==> src/rtl/fetch_sequencer.sv <==
// Instruction-fetch controller: PC, imem req/ack reads, small instruction FIFO to decode,
// branch redirect with flush and drain of an in-flight read, and stop-on-HALT.
module fetch_sequencer #(
    parameter int unsigned ADDR_W  = 16,
    parameter int unsigned DEPTH   = 2,
    parameter logic [5:0]  HALT_OP = 6'h3F
) (
    input  logic              clk,
    input  logic              rst,
    input  logic              start,
    input  logic [ADDR_W-1:0] start_pc,
    output logic              imem_req,
    output logic [ADDR_W-1:0] imem_addr,
    input  logic              imem_ack,
    input  logic [31:0]       imem_data,
    output logic              inst_valid,
    input  logic              inst_ready,
    output logic [31:0]       instr,
    output logic [ADDR_W-1:0] inst_pc,
    input  logic              redirect,
    input  logic [ADDR_W-1:0] redirect_pc,
    output logic              busy
);

    localparam int unsigned PTR_W = (DEPTH > 1) ? $clog2(DEPTH) : 1;
    localparam logic [PTR_W:0] FULL = (PTR_W + 1)'(DEPTH);

    typedef enum logic [1:0] {StIdle, StFetch, StDrain, StHalted} state_t;

    state_t            state_q, state_d;
    logic [ADDR_W-1:0] pc_q, pc_d;
    logic [ADDR_W-1:0] drain_addr_q, drain_addr_d;

    logic [31:0]       data_mem [DEPTH];
    logic [ADDR_W-1:0] pc_mem   [DEPTH];
    logic [PTR_W-1:0]  rd_ptr_q, wr_ptr_q;
    logic [PTR_W:0]    count_q;

    logic push, pop, flush;

    assign inst_valid = (count_q != '0);
    assign instr      = inst_valid ? data_mem[rd_ptr_q] : '0;
    assign inst_pc    = inst_valid ? pc_mem[rd_ptr_q] : '0;
    assign busy       = (state_q == StFetch) || (state_q == StDrain) || inst_valid;
    // A flush in the same cycle wins over a decoder pop.
    assign pop        = inst_valid && inst_ready && !flush;

    always_comb begin
        state_d      = state_q;
        pc_d         = pc_q;
        drain_addr_d = drain_addr_q;
        imem_req     = 1'b0;
        imem_addr    = pc_q;
        push         = 1'b0;
        flush        = 1'b0;
        case (state_q)
            StIdle: begin
                if (start) begin
                    pc_d    = start_pc;
                    flush   = 1'b1;
                    state_d = StFetch;
                end
            end
            StFetch: begin
                imem_req = (count_q < FULL);
                if (redirect) begin
                    flush = 1'b1;
                    pc_d  = redirect_pc;
                    // An unacknowledged read must complete at its original address.
                    if (imem_req && !imem_ack) begin
                        drain_addr_d = pc_q;
                        state_d      = StDrain;
                    end
                end else if (imem_req && imem_ack) begin
                    push = 1'b1;
                    pc_d = pc_q + ADDR_W'(1);
                    if (imem_data[31:26] == HALT_OP) begin
                        state_d = StHalted;
                    end
                end
            end
            StDrain: begin
                imem_req  = 1'b1;
                imem_addr = drain_addr_q;
                if (redirect) begin
                    pc_d = redirect_pc;
                end
                if (imem_ack) begin
                    state_d = StFetch;
                end
            end
            StHalted: begin
                if (start) begin
                    pc_d    = start_pc;
                    flush   = 1'b1;
                    state_d = StFetch;
                end else if (redirect) begin
                    pc_d    = redirect_pc;
                    flush   = 1'b1;
                    state_d = StFetch;
                end
            end
            default: state_d = StIdle;
        endcase
    end

    always_ff @(posedge clk or posedge rst) begin
        if (rst) begin
            state_q      <= StIdle;
            pc_q         <= '0;
            drain_addr_q <= '0;
        end else begin
            state_q      <= state_d;
            pc_q         <= pc_d;
            drain_addr_q <= drain_addr_d;
        end
    end

    always_ff @(posedge clk or posedge rst) begin
        if (rst) begin
            rd_ptr_q <= '0;
            wr_ptr_q <= '0;
            count_q  <= '0;
            for (int i = 0; i < int'(DEPTH); i++) begin
                data_mem[i] <= '0;
                pc_mem[i]   <= '0;
            end
        end else if (flush) begin
            rd_ptr_q <= '0;
            wr_ptr_q <= '0;
            count_q  <= '0;
        end else begin
            if (push) begin
                data_mem[wr_ptr_q] <= imem_data;
                pc_mem[wr_ptr_q]   <= pc_q;
                wr_ptr_q           <= wr_ptr_q + PTR_W'(1);
            end
            if (pop) begin
                rd_ptr_q <= rd_ptr_q + PTR_W'(1);
            end
            if (push && !pop) begin
                count_q <= count_q + (PTR_W + 1)'(1);
            end else if (!push && pop) begin
                count_q <= count_q - (PTR_W + 1)'(1);
            end
        end
    end

endmodule

==> config.mk <==
export PLATFORM = sky130hd
export DESIGN_NAME = fetch_sequencer
export DESIGN_NICKNAME = d
export VERILOG_FILES = /design/src/rtl/fetch_sequencer.sv
export SDC_FILE = /design/constraint.sdc
export NUM_CORES = 1
export LEC_CHECK = 0
export CAP_MARGIN = 20
export CORE_MARGIN = 1.5
export CORE_UTILIZATION = 58
export CTS_BUF_LIST = sky130_fd_sc_hd__clkbuf_8
export DETAILED_ROUTE_END_ITERATION = 7
export GPL_TIMING_DRIVEN = 0
export MAX_ROUTING_LAYER = met4
export PLACE_DENSITY_LB_ADDON = 0.1
export SYNTH_ARGS = -nofsm -noshare
export SYNTH_HDL_FRONTEND = slang
export SYNTH_SLANG_ARGS = --single-unit
==> constraint.sdc <==
create_clock -name clk -period 11.4 [get_ports clk]
set_input_delay 3.42 -clock clk [delete_from_list [all_inputs] [get_ports clk]]
set_output_delay 3.42 -clock clk [all_outputs]
set_load 0.03 [all_outputs]
# == Word level (Yosys, flattened, before mapping) ==
# Index checks and enable logic that the tools add are counted.
# W data, S select, Z words.
# word_totals
inputBits,70
out_inout_bits,67
regBits,134
# classes
magnitude_cmp,4
n_mux,45
n_bitwise,3
n_eq_ne,10
n_reduce_logical,22
addsub,5
# op_table
operator,n
$mux W16,11
$mux W32,5
$bwmux W64,1
$pmux W16 S4,1
$bwmux W32,1
$demux W32 S1,1
$mux W2,11
$add A16 B1 Y16 const B,1
$demux W16 S1,1
$mux W1,10
$ne A3 B2 Y1 const B,3
$pmux W2 S4,1
$logic_and A1 B1 Y1,7
$eq A6 B6 Y1 const B,1
$reduce_and A6 Y1,1
$reduce_bool A2 Y1,3
$eq A2 B2 Y1 const B,2
$ge A2 B2 Y1 const B,2
$logic_not A1 Y1,4
$ne A2 B2 Y1 const B,2
$not A1 Y2,2
$reduce_and A2 Y1,2
$ne A3 B3 Y1 const B,1
$pmux W1 S3,1
12 further kinds,14

# == Longest topological paths before layout ==
# depth
word_depth,10
ltp_mapped,11

# == Least setup slack after synthesis ==
# Ideal clock, no wire load.
# synth_path
kind,reg2out
from,register state_q[0]
to,output port imem_addr[5]
path_buffers,2
t_arrival_ns,1.857
required_ns,7.980
path_stages_with_launch,6
slack_ns,6.123
cell_sequence,dfrtp_1 -> inv_1 -> ha_1 -> buf_1 -> clkbuf_1 -> o21ai_0
# synth_via
elab_chain_len,2
# synth_lines
item,line,text
start: declaration,30,"state_t state_q, state_d;"
start signal: assignment,109,state_q <= StIdle;
start signal: assignment,113,state_q <= state_d;
$eq A2 B2 Y1,56,case (state_q)
$mux W16,56,
end: declaration,13,"output logic [ADDR_W-1:0] imem_addr,"
# Every way passes these cells.

# == Final worst setup path ==
# layout_path
from,register state_q[0]
to,output port imem_addr[13]
# The elaborated chain is that of the path after synthesis.

==> run metrics <==
worst clock skew=6.433 ps; Required @ worst endpoint=7980 ps; Via density=5.836; ys async rst share=1.000; Sequential Power Share=0.319; clock-pin slew on the worst setup and hold paths=70 ps; die area=13100 um2; HP Start=pc_mem[5]; Fmax achieved=0.1457 GHz; vias in the first global route=5794; Critical Path Sink Type=output pin; Sinks on Clock Net=134; Post-synth top flop=dfrtp_1; I/O pin count=137; P_leak=3.921 nW; Hold Slack=488.4 ps; clock root cell=clkbuf_8; DRT Pass-1 Iters=5; P_sw=1.014 mW; CTS tree=built; worst slew pin tran=785.8 ps; register area share after synthesis=0.4655; Area Overhead vs Synth=27.95%; first-pass GRT wire length=29.65 mm; die width=114.4 um; Max FO, Critical Path=10; Iter 0 DRT Violations=361; fin crit period=6863 ps; core area=12060 um2; worst skew pair latency=460 ps; number of port buffers=135; Mapped Cells=634; #FFs+latches synth=134; Vias=5655; synthesized area per cell=11.36 um2; all-layer global routing usage=0.3077; CTS H-Tree Depth=4; status=finished, final reports clean; yosys warns=0; DRC=0; Routed wire per std cell=19.30 um; die height=114.4 um; RSZ-0062 raised after global routing=no; Net Sw Frac=0.4014; Post-CTS Setup Inserts=0; post_cts resized=0; Initial Util=0.5972; gpl congestion=0.9419; # hold bufs at CTS=0; Final Max Slew Viols=0; Netlist cell types=57; Pwr Density=274.2 nW/um2; fin crit share=0.6020; part of the power in the clock network=0.167; Post-Route WL=18.70 mm; Internal Pwr Total=1.512 mW; R2R Path Start=state_q[1]; TNS Setup=0 ps; diode count=0; max_slew headroom=0.4762; share of layout cells above drive strength 1=0.2335; Final Hold Fails=0; HPWL Detailed=13.42 mm; beginning of the critical path=state_q[0]; Routed Antenna Nets=0; total gr overflow=0; largest net degree at the start of global routing=73; kind of critical path=reg2out; Startpoint Class=register; Syn Nets=710; final-stage net count=865; maximum VDD drop=151.7 uV; crit path DAT=3440 ps; Setup violations, final=0; logic gate share of total power=0.515; clock tree buffer depth=2; TritonCTS Buffers=17; synthesized area=7203 um2; Cell Rows=40; Max Cap Violations=0; initial antenna violation count=0; worst hold-check path type=reg2reg; number of synthesized flops with an enable pin=0
==> kinds of logic (layout without fill, tap and decap cells) <==
family	after synthesis	after routing	share of synthesized area
adders and majority gates	6	6	0.01042
AOI/OAI and AO/OA	89	89	0.08320
buffers and inverters	66	233	0.04673
and+or+nand+nor	156	156	0.1082
DFF	134	134	0.4655
xor gates and xnor gates	5	5	0.006079
muxes	178	178	0.2798
==> routing by layer <==
layer | up-vias | wire length [um] | GRT usage
met5 | - | 0 | -
met4 | 0 | 401 | 0.1217
met3 | 37 | 962 | 0.04976
met2 | 186 | 9093 | 0.4862
met1 | 2845 | 8245 | 0.4001
li1 | 2587 | - | -
==> cell usage after synthesis, types with 5 or more instances <==
| master | instances | share of area |
|---|---|---|
| mux2_4 | 20 | 0.042 |
| a31oi_1 | 9 | 0.0078 |
| and3_1 | 5 | 0.0043 |
| nor3_1 | 6 | 0.0042 |
| inv_1 | 13 | 0.0068 |
| dfrtp_1 | 134 | 0.47 |
| mux2i_1 | 51 | 0.071 |
| nand2b_1 | 7 | 0.0061 |
| or3_1 | 5 | 0.0043 |
| mux2_2 | 107 | 0.17 |
| nand2_1 | 28 | 0.015 |
| o31ai_1 | 6 | 0.0063 |
| o21ai_0 | 13 | 0.0090 |
| a21oi_1 | 20 | 0.014 |
| ha_1 | 6 | 0.010 |
| a221oi_1 | 5 | 0.0061 |
| nand4_1 | 6 | 0.0052 |
| nand3_1 | 8 | 0.0056 |
| a211oi_1 | 5 | 0.0052 |
| nor2_1 | 65 | 0.034 |
| clkbuf_1 | 26 | 0.014 |
| nor2b_1 | 7 | 0.0061 |
| buf_2 | 14 | 0.0097 |
==> critical path, stage by stage (launching register included) <==
cell and delay (ps):
dfrtp_1 420, inv_1 130, ha_1 220, buf_1 520, clkbuf_1 650, mux2_2 440
clkdlybuf4s50_1 600
==> area by class of cell <==
type,instances,area [um2]
Multi-Input combinational cell,434,3513
Fill cell,844,2845
Buffer,53,287.8
Inverter,13,53.80
Sequential cell,134,3353
Clock buffer,17,234.0
Tap cell,168,210.2
Timing Repair Buffer,136,1379
Clock inverter,14,185.2
==> cells in the final DEF, fill, tap and decap left out, drive strengths merged, types with 5 or more instances in the layout <==
cell | Yosys | final
o31ai | 6 | 6
or3 | 5 | 5
clkbuf | 27 | 44
nand2 | 28 | 28
a31oi | 9 | 9
nand3b | 5 | 5
a211oi | 5 | 5
mux2 | 127 | 127
clkdlybuf4s50 | 0 | 135
buf | 26 | 27
nand4 | 6 | 6
a21oi | 21 | 21
ha | 6 | 6
inv | 13 | 15
mux2i | 51 | 51
clkinv | 0 | 6
and3 | 5 | 5
nor2 | 65 | 65
nor2b | 8 | 8
a221oi | 5 | 5
o21ai | 14 | 14
nand2b | 7 | 7
nor3 | 6 | 6
nand3 | 8 | 8
dfrtp | 134 | 134
==> power by group through the flow <==
stage	clock network (mW)	logic, mW	registers (mW)
after global placement	0	1.25	0.793
after global routing	0.444	1.39	0.827
after detailed placement	0	1.29	0.811
after CTS	0.429	1.30	0.804
final	0.421	1.30	0.805
after floorplan	0	0.912	0.769
==> flip-flops by register name, summed over array words and instances (netlist names) <==
| register | cells |
|---|---|
| count_q | 2 |
| data_mem | 64 |
| drain_addr_q | 16 |
| pc_mem | 32 |
| pc_q | 16 |
| rd_ptr_q | 1 |
| state_q | 2 |
| wr_ptr_q | 1 |
==> final timing paths <==
path / end / slack, ps / cells after the start
max: imem_addr[13] / 4540 / 6
min: pc_mem[5] / 490 / 2
max reg2reg: drain_addr_q[9] / 8950 / 8
min reg2reg: pc_mem[5] / 490 / 2
max in group asynchronous: pc_mem[2] / 7230 / 3
min in group asynchronous: data_mem[12] / 3420 / 2
==> through the flow <==
step	power [mW]	worst slack [ps]	cell area, um2	util	instances
after global placement	2.045	2765	8765	0.7267	937
after global routing	2.659	4398	9216	0.7641	969
final	2.527	4537	9216	0.7641	969
after CTS	2.528	4542	9216	0.7641	969
after floorplan	1.680	4397	7203	-	634
after detailed placement	2.096	5062	8797	0.7294	938
(Power assumes the default switching activity.)
